**src/rtl/scan_sel_seq.sv**
```systemverilog
// Channel-scan sequencer driving a 4-to-16 one-hot decoder.
// Walks enabled mask bits with programmable dwell and a one-cycle blank.
module scan_sel_seq #(
  parameter int DWELL_W = 8
) (
  input  logic               clk,
  input  logic               rst_n,
  input  logic               start,
  input  logic               stop,
  input  logic               mode,
  input  logic [15:0]        mask,
  input  logic [DWELL_W-1:0] dwell,
  output logic [3:0]         sel,
  output logic               sel_en,
  output logic               busy,
  output logic               done
);

  typedef enum logic [1:0] {
    IDLE   = 2'd0,
    ACTIVE = 2'd1,
    BLANK  = 2'd2
  } state_t;

  state_t               state_q, state_d;
  logic [3:0]           sel_q, sel_d;
  logic                 en_q, en_d;
  logic                 busy_q, busy_d;
  logic                 done_q, done_d;
  logic [15:0]          mask_q, mask_d;
  logic [DWELL_W-1:0]   dwell_q, dwell_d;
  logic                 mode_q, mode_d;
  logic [DWELL_W-1:0]   cnt_q, cnt_d;
  logic [15:0]          above;
  logic                 fin;

  function automatic logic [3:0] lowest(input logic [15:0] m);
    logic [3:0] idx;
    idx = 4'd0;
    for (int i = 15; i >= 0; i--) begin
      if (m[i]) idx = 4'(i);
    end
    return idx;
  endfunction

  // captured channels strictly above the current one
  assign above = mask_q & (16'hFFFF << ({1'b0, sel_q} + 5'd1));

  always_ff @(posedge clk or negedge rst_n) begin
    if (!rst_n) begin
      state_q <= IDLE;
      sel_q   <= '0;
      en_q    <= 1'b0;
      busy_q  <= 1'b0;
      done_q  <= 1'b0;
      mask_q  <= '0;
      dwell_q <= '0;
      mode_q  <= 1'b0;
      cnt_q   <= '0;
    end else begin
      state_q <= state_d;
      sel_q   <= sel_d;
      en_q    <= en_d;
      busy_q  <= busy_d;
      done_q  <= done_d;
      mask_q  <= mask_d;
      dwell_q <= dwell_d;
      mode_q  <= mode_d;
      cnt_q   <= cnt_d;
    end
  end

  always_comb begin
    state_d = state_q;
    sel_d   = sel_q;
    en_d    = en_q;
    busy_d  = busy_q;
    done_d  = 1'b0;
    mask_d  = mask_q;
    dwell_d = dwell_q;
    mode_d  = mode_q;
    cnt_d   = cnt_q;
    fin     = 1'b0;
    unique case (state_q)
      IDLE: begin
        if (start && !stop) begin
          if (|mask) begin
            mask_d  = mask;
            dwell_d = (dwell == '0) ? DWELL_W'(1) : dwell;
            mode_d  = mode;
            sel_d   = lowest(mask);
            cnt_d   = DWELL_W'(1);
            state_d = ACTIVE;
            en_d    = 1'b1;
            busy_d  = 1'b1;
          end else if (!done_q) begin
            // held start on an empty mask must not repeat done
            done_d = 1'b1;
          end
        end
      end
      ACTIVE: begin
        if (stop) begin
          fin = 1'b1;
        end else if (cnt_q >= dwell_q) begin
          state_d = BLANK;
          en_d    = 1'b0;
        end else begin
          cnt_d = cnt_q + DWELL_W'(1);
        end
      end
      BLANK: begin
        if (stop) begin
          fin = 1'b1;
        end else if (|above) begin
          sel_d   = lowest(above);
          cnt_d   = DWELL_W'(1);
          state_d = ACTIVE;
          en_d    = 1'b1;
        end else if (mode_q && |mask) begin
          mask_d  = mask;
          sel_d   = lowest(mask);
          cnt_d   = DWELL_W'(1);
          state_d = ACTIVE;
          en_d    = 1'b1;
        end else begin
          fin = 1'b1;
        end
      end
      default: begin
        fin = 1'b1;
      end
    endcase
    if (fin) begin
      state_d = IDLE;
      sel_d   = '0;
      en_d    = 1'b0;
      busy_d  = 1'b0;
      done_d  = 1'b1;
    end
  end

  assign sel    = sel_q;
  assign sel_en = en_q;
  assign busy   = busy_q;
  assign done   = done_q;

endmodule

```
**config.mk**
```make
export PLATFORM = sky130hd
export DESIGN_NAME = scan_sel_seq
export DESIGN_NICKNAME = d
export VERILOG_FILES = /design/src/rtl/scan_sel_seq.sv
export SDC_FILE = /design/constraint.sdc
export NUM_CORES = 1
export LEC_CHECK = 0
export ABC_AREA = 1
export CELL_PAD_IN_SITES_DETAIL_PLACEMENT = 0
export CELL_PAD_IN_SITES_GLOBAL_PLACEMENT = 1
export CORE_UTILIZATION = 46
export CTS_CLUSTER_SIZE = 16
export DETAILED_ROUTE_END_ITERATION = 7
export DONT_BUFFER_PORTS = 1
export PLACE_DENSITY_LB_ADDON = 0.1
export SETUP_SLACK_MARGIN = 0.05
export SLEW_MARGIN = 20
export SYNTH_ARGS = -nofsm -noshare
export SYNTH_HDL_FRONTEND = slang
export SYNTH_SLANG_ARGS = --single-unit
```
**constraint.sdc**
```tcl
create_clock -name clk -period 3.1 [get_ports clk]
set_input_delay 0.775 -clock clk [delete_from_list [all_inputs] [get_ports clk]]
set_output_delay 0.775 -clock clk [all_outputs]
set_load 0.02 [all_outputs]
```
==> impl_metrics.yaml, run 1 <==
status:
  status: "completed"
final_layout:
  final_core_util_pct: 51.83
  drive_above_1_share_pct: 9.840
  nets: 417
  diodes: 0
  multi_input_area_um2: 1399
  seqCellArea_um2: 1026
  final.fill_count: 584
  syn_to_final_growth_pct: 7.196
clock_network:
  cts_made_buffers: 5
  post_cts_buffers: 0
  htree_levels: 2
  cts_tree: "done"
  cts_resized: 0
  cts.sinks: 41
  insertion_delay_ns: 0.30
  clkTransAtPathRegs_ns: 0.09
  clk_path_buf_depth: 2
  cts_root_buffer: "clkbuf_8"
  hold_buffers: 0
yosys:
  synth_warnings: 0
  ys_ff_latch: 41
  synth_edf_count: 0
  ys.flop_type: "dfrtp_1"
  ys_async_sr_fraction_pct: 100.0
  synth_cell_types: 35
  syn-cell-area_um2: 2695
  synth.avg_cell_area_um2: 7.324
  synth_fp_nets: 410
  synthCells: 368
  ys_seq_area_share_pct: 38.07
timing:
  slew_headroom_pct: 63.66
  rsz0062_at_grt: "false"
  fin_crit_ns: 2.611
  setup_violations: 0
  maxSlewViolCount: 0
  max_freq_mhz: 383.1
  whs_ns: 0.1538
  fin_skew_ns: 0.01161
  finalHoldViolCount: 0
  tns_ns: 0
  tightestPinTransition_ns: 0.5431
  finalCritPeriodShare_pct: 84.21
job:
  cap_violations: 0
critical_path:
  worstPathCellList: "ha_1 > inv_1 > ha_1 > nor2_1 > inv_1 > nand2_1 > nor2_1 > nor2_1 > nand2_1 > nor2_2 > nand3_2 > nand2_2 > nand2_4 > mux2_4"
  worst_ep_required_time_ns: 3.28
  crit_type: "register to register"
  critPathCaptureType: "register"
  cpPeakStageDelay_ns: 0.39
  crit_path_start_kind: "register"
  slowest_stage: "dfrtp_1"
  crit_path_frequent_cell: "nor2_1"
  cp.arrival_ns: 2.79
  crit_fanout: 27
route:
  ant_nets: 0
  drt-initial-drc-count: 130
  wirelength_um: 6132
  wl_per_cell_um: 13.69
  first_pass_iters: 4
  vias_per_cell: 5.114
  num_vias: 2291
  drc_errors: 0
global_route:
  grt_pass1_wl_um: 10950
  grt_max_degree: 42
  grt_antenna_before_repair: 0
  first_global_vias: 2447
  track_usage_pct: 23.06
  grt_overflow: 0
placement:
  place.gp.congestion: 0.8780
  port-buffer-count: 0
  place_hpwl_um: 4834
floorplan:
  boundaryPins: 36
  start_util_pct: 48.35
  die_area_um2: 6169
  die_width_um: 78.55
  die_y_um: 78.55
  core_area_um2: 5574
  rows: 27
pwr:
  power_mw: 2.509
  vdd_drop_max_mv: 0.3631
  total_leakage_power_nw: 1.481
  p_per_area_nw_per_um2: 868.5
hold_path:
  worst_hold_path_type: "primary input to async pin"
==> per-stage QoR <==
step | worst slack (ns) | instances | area [µm²]
2_1_floorplan | 0.6074 | 368 | 2695
3_5_place_dp | 0.3368 | 440 | 2774
4_1_cts | 0.4974 | 448 | 2889
6_report | 0.4895 | 448 | 2889
3_3_place_gp | 0.3652 | 440 | 2774
5_1_grt | 0.2751 | 448 | 2889
==> critical path: cells and delay by family (launching register included) <==
family / cells / cell delay [ns]
adder cells (fa/ha/maj): 2 / 0.52
flip-flops: 1 / 0.39
AND/OR/NAND/NOR: 9 / 1.08
buffers and inverters: 2 / 0.13
multiplexers: 1 / 0.36
==> flip-flops by register name, indices dropped and copies added (netlist names) <==
register and cells:
mask_q 16, sel 4, state_q 2, dwell_q 8
done 1, cnt_q 8, busy 1, mode_q 1
==> synth_stat cells, drive strengths merged (2+ instances only) <==
master	instances	area share (%)
nor2	36	5.1
nand2	115	17
mux2	5	2.8
nor3	7	1.3
a31oi	2	0.46
buf	3	1.4
xor2	2	0.65
xnor2	2	0.65
nand4	4	1.5
o211ai	2	0.56
nand3	16	3.5
inv	61	8.5
nor4	2	0.46
ha	13	6.0
a21oi	9	1.7
or2	2	0.46
o21ai	37	7.3
o21bai	2	0.56
dfrtp	41	38
==> path summary, 6_finish.rpt <==
path	startpoint	to	slack (ns)	depth (start not counted)
max in group asynchronous	rst_n	mask_q[11]	2.85	0
hold / removal	rst_n	dwell_q[0]	0.15	0
hold reg to reg	mask_q[4]	mask_q[4]	0.50	2
setup reg to reg	sel[0]	mask_q[11]	0.49	14
setup / recovery	sel[0]	mask_q[11]	0.49	14
min in group clk	mask_q[4]	mask_q[4]	0.50	2
==> cell usage in the layout, fill, tap and decap left out, types with 4 or more instances in the layout <==
master and count:
o21ai_1 13, a21oi_1 9, clkbuf_8 5, o21ai_0 21
ha_1 13, buf_4 4, nor2_1 35, inv_1 58
nand3_1 13, nand2_1 109, nor3_1 7, mux2_4 5
dfrtp_1 41
==> layout make-up <==
| cell class | count | share of cell area, % |
|---|---|---|
| multi-input cells | 262 | 48.42 |
| repair buffers | 4 | 1.039 |
| inverters | 61 | 7.926 |
| well taps | 72 | 3.118 |
| clock inverters | 3 | 1.602 |
| flip-flops and latches | 41 | 35.51 |
| clock buffers | 5 | 2.382 |
==> where the power goes <==
part	internal, mW	switching, mW
Clock	0.241	0.199
Combinational	0.437	0.715
Sequential	0.749	0.168
Total	1.43	1.08
==> per-layer routing <==
metal | up-vias | GRT usage (%) | wire length (µm)
li1 | 1185 | - | -
met1 | 1053 | 26.69 | 2646
met2 | 37 | 41.65 | 3133
met3 | 16 | 4.186 | 179
met4 | 0 | 9.074 | 174
met5 | - | 0 | 0
==> logic make-up after synthesis <==
group | share of synthesized area (%)
AND/OR/NAND/NOR | 29.76
buffers and inverters | 10.03
AO/OA/AOI/OAI | 12.02
flip-flops | 38.07
adder cells (fa/ha/maj) | 6.035
multiplexers | 2.785
XOR/XNOR | 1.300
No activity file was read; power rests on OpenSTA's default activity.
==> run 2: changes to the inputs <==
--- a/config.mk
+++ b/config.mk
@@ -8,7 +8,7 @@
 export ABC_AREA = 1
 export CELL_PAD_IN_SITES_DETAIL_PLACEMENT = 0
 export CELL_PAD_IN_SITES_GLOBAL_PLACEMENT = 1
-export CORE_UTILIZATION = 46
+export CORE_UTILIZATION = 42
 export CTS_CLUSTER_SIZE = 16
 export DETAILED_ROUTE_END_ITERATION = 7
 export DONT_BUFFER_PORTS = 1
==> constraint.sdc (replaced) <==
create_clock -name clk -period 2.1 [get_ports clk]
set_input_delay 0.525 -clock clk [delete_from_list [all_inputs] [get_ports clk]]
set_output_delay 0.525 -clock clk [all_outputs]
set_load 0.02 [all_outputs]
==> run 2 against run 1 <==
Power up 93%. The run now ends with negative setup slack left. Worst hold slack worse by 0.078 ns. Cell count up 16%. Clock power up 49%. Largest cell class unchanged.
==> impl_metrics.yaml, run 2 (synthesis results as in run 1) <==
status:
  violations: "negative setup slack"
  status: "finished with violations"
clock_network:
  cts_tree: "done"
  cts_root_buffer: "clkbuf_8"
  insertion_delay_ns: 0.29
  clk_path_buf_depth: 2
  clkTransAtPathRegs_ns: 0.08
  htree_levels: 2
  cts.sinks: 41
  cts_made_buffers: 5
critical_path:
  cp.arrival_ns: 2.52
  r2r_setup_slack_ns: -0.23
  rr_startpoint: "sel[0]"
  reg2reg_depth: 19
  worst_ep_required_time_ns: 2.28
  worst_r2r_endpoint: "sel[1]"
  crit_type: "register to register"
  crit_fanout: 5
  critPathCaptureType: "register"
  crit_path_start_kind: "register"
placement:
  place_hpwl_um: 5375
  dp.cells: 498
  post-place-ws_ns: -0.2525
  port-buffer-count: 0
  place.gp.congestion: 0.8506
timing:
  finalHoldViolCount: 0
  fin_ws_ns: -0.2345
  finalCritPeriodShare_pct: 111.2
  rsz0062_at_grt: "true"
  fin_skew_ns: 0.006189
  whs_ns: 0.07613
  fin_crit_ns: 2.335
  maxSlewViolCount: 0
  slew_headroom_pct: 57.88
  setup_violations: 32
  tns_ns: -6.244
  tightestPinTransition_ns: 0.6280
  max_freq_mhz: 428.4
route:
  wl_per_cell_um: 13.33
  drt-initial-drc-count: 129
  first_pass_iters: 4
  wirelength_um: 6929
  ant_nets: 0
  drc_errors: 0
  vias_per_cell: 4.902
  num_vias: 2549
final_layout:
  top_regs: "mask_q x16, cnt_q x8, dwell_q x8"
  drive_above_1_share_pct: 31.69
  final.fill_count: 605
  diodes: 0
  layout_common_cells: "nand2_1, buf_4, inv_1"
  largest_reg_flops: 16
  max_flop_register: "mask_q"
  stdcell_count: 520
  syn_to_final_growth_pct: 34.68
  layout_commonest_cell: "nand2_1"
  nets: 486
pwr:
  p_switching_mw: 1.913
  p_comb_share_pct: 58.8
  clkPwrFrac_pct: 13.5
  total_leakage_power_nw: 1.866
  vdd_drop_max_mv: 0.6818
  power_mw: 4.852
  switching_share_pct: 39.42
  p_int_mw: 2.940
  p_per_area_nw_per_um2: 1337
  pwr-share-seq_pct: 27.7
floorplan:
  rows: 28
  die_area_um2: 6741
  core_area_um2: 6061
  start_util_pct: 44.47
  die_width_um: 82.11
  boundaryPins: 36
  die_y_um: 82.11
global_route:
  track_usage_pct: 22.68
  grt_pass1_wl_um: 11220
  grt_overflow: 0
  grt_antenna_before_repair: 0
  first_global_vias: 2502
  grt_max_degree: 42
job:
  cap_violations: 0
hold_path:
  worst_hold_path_type: "primary input to async pin"
## run 2: worst max-delay path: stages, from the launching register on
cell and delay, ns:
dfrtp_2 0.43, ha_4 0.17, inv_2 0.05, ha_4 0.21
nor2_1 0.09, inv_1 0.08, nand2_1 0.08, nor2_2 0.05
nor2_2 0.11, nand2_1 0.08, nor2_2 0.15, nand3_2 0.13
inv_2 0.09, nand3_2 0.06, nand2_2 0.08, inv_2 0.06
nand4_1 0.13, inv_1 0.08, nand2_1 0.06, nand2_1 0.04
## run 2: area by class of cell
cell class | instances | area (µm²) | area share [%]
multi-input combinational | 262 | 1541 | 42.47
clock inverter | 1 | 30.03 | 0.8273
sequential | 41 | 1030 | 28.37
inverter | 61 | 231.5 | 6.377
timing repair buffer | 73 | 616.8 | 16.99
clock buffer | 7 | 86.33 | 2.378
tap | 75 | 93.84 | 2.585
## run 2: power groups by stage
stage / Sequential [mW] / Combinational [mW] / Clock, mW
floorplan: 1.35 / 1.45 / 0
global placement: 1.35 / 2.34 / 0
global route: 1.38 / 3.17 / 0.706
finish: 1.34 / 2.85 / 0.656
detailed placement: 1.35 / 2.36 / 0
CTS: 1.34 / 2.69 / 0.677
## run 2: per-stage QoR
stage                     utilization [%]  instance area [µm²]
after floorplan                         -                 2748
after global placement              53.72                 3256
after detailed placement            53.72                 3256
after CTS                           58.55                 3548
after global routing                59.89                 3630
final                               59.89                 3630
## run 2: per-layer routing
metal | GRT usage (%) | vias to the layer above | wire (µm)
li1 | - | 1318 | -
met1 | 24.15 | 1192 | 2838
met2 | 43.80 | 29 | 3756
met3 | 4.505 | 10 | 213
met4 | 7.895 | 0 | 121
met5 | 0 | - | 0
## run 2: worst max path at each step
stage | start | to | slack [ns] | cells past startpoint
after floorplan | sel[1] | mask_q[10] | -0.14 | 14
after global placement | sel[2] | done | -0.24 | 14
after detailed placement | sel[2] | done | -0.25 | 14
after CTS | sel[0] | done | -0.18 | 16
after global routing | sel[0] | sel[1] | -0.41 | 19
final | sel[0] | sel[1] | -0.23 | 19
## run 2: what timing repair did
action / 4_1_cts / 5_1_grt
endpoints found under the hold margin: 41 / 0
pin swaps: 14 / 9
buffers inserted: 12 / 0
gates cloned: 0 / 1
gates resized for setup: 18 / 17
endpoints found under the setup margin: 32 / 36
hold buffers: 1 / 0
==> run 3: changes to the inputs <==
--- a/config.mk
+++ b/config.mk
@@ -8,7 +8,8 @@
 export ABC_AREA = 1
 export CELL_PAD_IN_SITES_DETAIL_PLACEMENT = 0
 export CELL_PAD_IN_SITES_GLOBAL_PLACEMENT = 1
-export CORE_UTILIZATION = 42
+export CORE_UTILIZATION = 48
+export CTS_BUF_LIST = sky130_fd_sc_hd__clkbuf_4
 export CTS_CLUSTER_SIZE = 16
 export DETAILED_ROUTE_END_ITERATION = 7
 export DONT_BUFFER_PORTS = 1
==> constraint.sdc (replaced) <==
create_clock -name clk -period 2.6 [get_ports clk]
set_input_delay 0.65 -clock clk [delete_from_list [all_inputs] [get_ports clk]]
set_output_delay 0.65 -clock clk [all_outputs]
set_load 0.02 [all_outputs]
==> run 3 against run 2 <==
The run now ends clean. Die area down 12%. Worst hold slack improved by 0.042 ns. Clock-buffer cell count shrank 1. Clock skew increased by 0.0081 ns. Worst setup slack gained 0.50 ns. Largest power group unchanged. Highest routed layer unchanged.
==> impl_metrics.yaml, run 3 (synthesis results as in run 1) <==
timing:
  finalCritPeriodShare_pct: 89.71
  tns_ns: 0
  fin_ws_ns: 0.2674
  max_freq_mhz: 428.7
  setup_violations: 0
  maxSlewViolCount: 0
  finalHoldViolCount: 0
  rsz0062_at_grt: "false"
  tightestPinTransition_ns: 0.9678
  whs_ns: 0.1182
  slew_headroom_pct: 35.24
  fin_crit_ns: 2.333
  fin_skew_ns: 0.01428
final_layout:
  diodes: 0
  max_flop_register: "mask_q"
  top_regs: "mask_q x16, cnt_q x8, dwell_q x8"
  final.fill_count: 555
  fin_area_um2: 2959
  syn_to_final_growth_pct: 9.796
  nets: 426
  layout_commonest_cell: "nand2_1"
  stdcell_count: 455
  drive_above_1_share_pct: 14.29
  largest_reg_flops: 16
  layout_common_cells: "nand2_1, inv_1, dfrtp_1"
route:
  ant_nets: 0
  wirelength_um: 6156
  num_vias: 2328
  wl_per_cell_um: 13.53
  vias_per_cell: 5.116
  first_pass_iters: 4
  drc_errors: 0
  drt-initial-drc-count: 120
placement:
  port-buffer-count: 0
  post-place-ws_ns: 0.08783
  place_hpwl_um: 4922
  dpl-instance-area_um2: 2829
  dp.cells: 444
  place.gp.congestion: 0.8821
critical_path:
  cp_top_family: "simple AND/OR/NAND/NOR gates"
  reg2reg_depth: 14
  rr_startpoint: "sel[0]"
  worst_ep_required_time_ns: 2.84
  cp.arrival_ns: 2.58
  worstPathCellList: "ha_2 > inv_2 > ha_4 > nor2_2 > nand3_1 > nand2_1 > nand2_1 > nor2_2 > nand3_2 > nand2_2 > nand2_4 > buf_4 > nand2_1 > o21ai_1"
  cpPeakStageDelay_ns: 0.40
  crit_type: "register to register"
  slowest_stage: "dfrtp_1"
  cp_num_buf_inv: 2
  crit_path_frequent_cell: "nand2_1"
  worst_r2r_endpoint: "mask_q[12]"
  crit_path_start_kind: "register"
  critPathCaptureType: "register"
  r2r_setup_slack_ns: 0.27
  crit_fanout: 18
floorplan:
  core_area_um2: 5270
  die_area_um2: 5918
  boundaryPins: 36
  die_width_um: 76.93
  rows: 26
  start_util_pct: 51.14
  die_y_um: 76.93
job:
  cap_violations: 0
clock_network:
  cts_root_buffer: "clkbuf_4"
  insertion_delay_ns: 0.35
  cts_made_buffers: 5
  htree_levels: 2
  cts_tree: "done"
  cts.sinks: 41
  clk_path_buf_depth: 2
  clkTransAtPathRegs_ns: 0.13
pwr:
  p_per_area_nw_per_um2: 990.5
  vdd_drop_max_mv: 0.5767
  total_leakage_power_nw: 1.508
hold_path:
  worst_hold_path_type: "primary input to async pin"
global_route:
  grt_antenna_before_repair: 0
  grt_max_degree: 42
  grt_overflow: 0
  grt_pass1_wl_um: 10430
  track_usage_pct: 22.86
  first_global_vias: 2323
status:
  status: "completed"
==> run 3: metal layers <==
metal | global-route usage [%] | wire length, µm
met1 | 26.80 | 2731
met2 | 40.71 | 3148
met3 | 4.048 | 162
met4 | 9.615 | 114
met5 | 0 | 0
==> run 3: worst max-delay path by stage <==
stage               startpoint    endpoint  depth (start not counted)
finish                  sel[0]  mask_q[12]                         14
global route            sel[0]      sel[1]                         19
CTS                     sel[0]      sel[3]                         17
detailed placement     mask[9]  mask_q[14]                         12
global placement       mask[9]  mask_q[14]                         12
floorplan               sel[1]  mask_q[10]                         14
==> run 3: stage by stage <==
step                util [%]  power, mW
finish                 56.15      2.931
global placement       53.68      2.539
floorplan                  -      2.218
global route           56.15      3.200
detailed placement     53.68      2.558
CTS                    55.20      2.908
==> run 3: timing repair <==
action / 4_1_cts / 5_1_grt
resized for setup: 0 / 11
setup buffers: 0 / 2
setup endpoints to repair: 0 / 24
hold endpoints to repair: 41 / 0
hold buffers: 1 / 0
==> run 3: area by class of cell <==
type	instances	area (µm²)	area share [%]
clock buffers	6	45.04	1.522
multi-input cells	262	1434	48.46
repair buffers	13	122.6	4.144
clock inverters	2	15.01	0.5074
inverters	61	229.0	7.738
flip-flops and latches	41	1026	34.67
well taps	70	87.58	2.960
==> run 3: power by group <==
group,leakage [nW],total (mW),switching (mW),internal (mW)
Sequential,0.519,1.09,0.202,0.892
Combinational,0.961,1.51,0.899,0.614
Clock,0.0279,0.323,0.207,0.116
Total,1.51,2.93,1.31,1.62
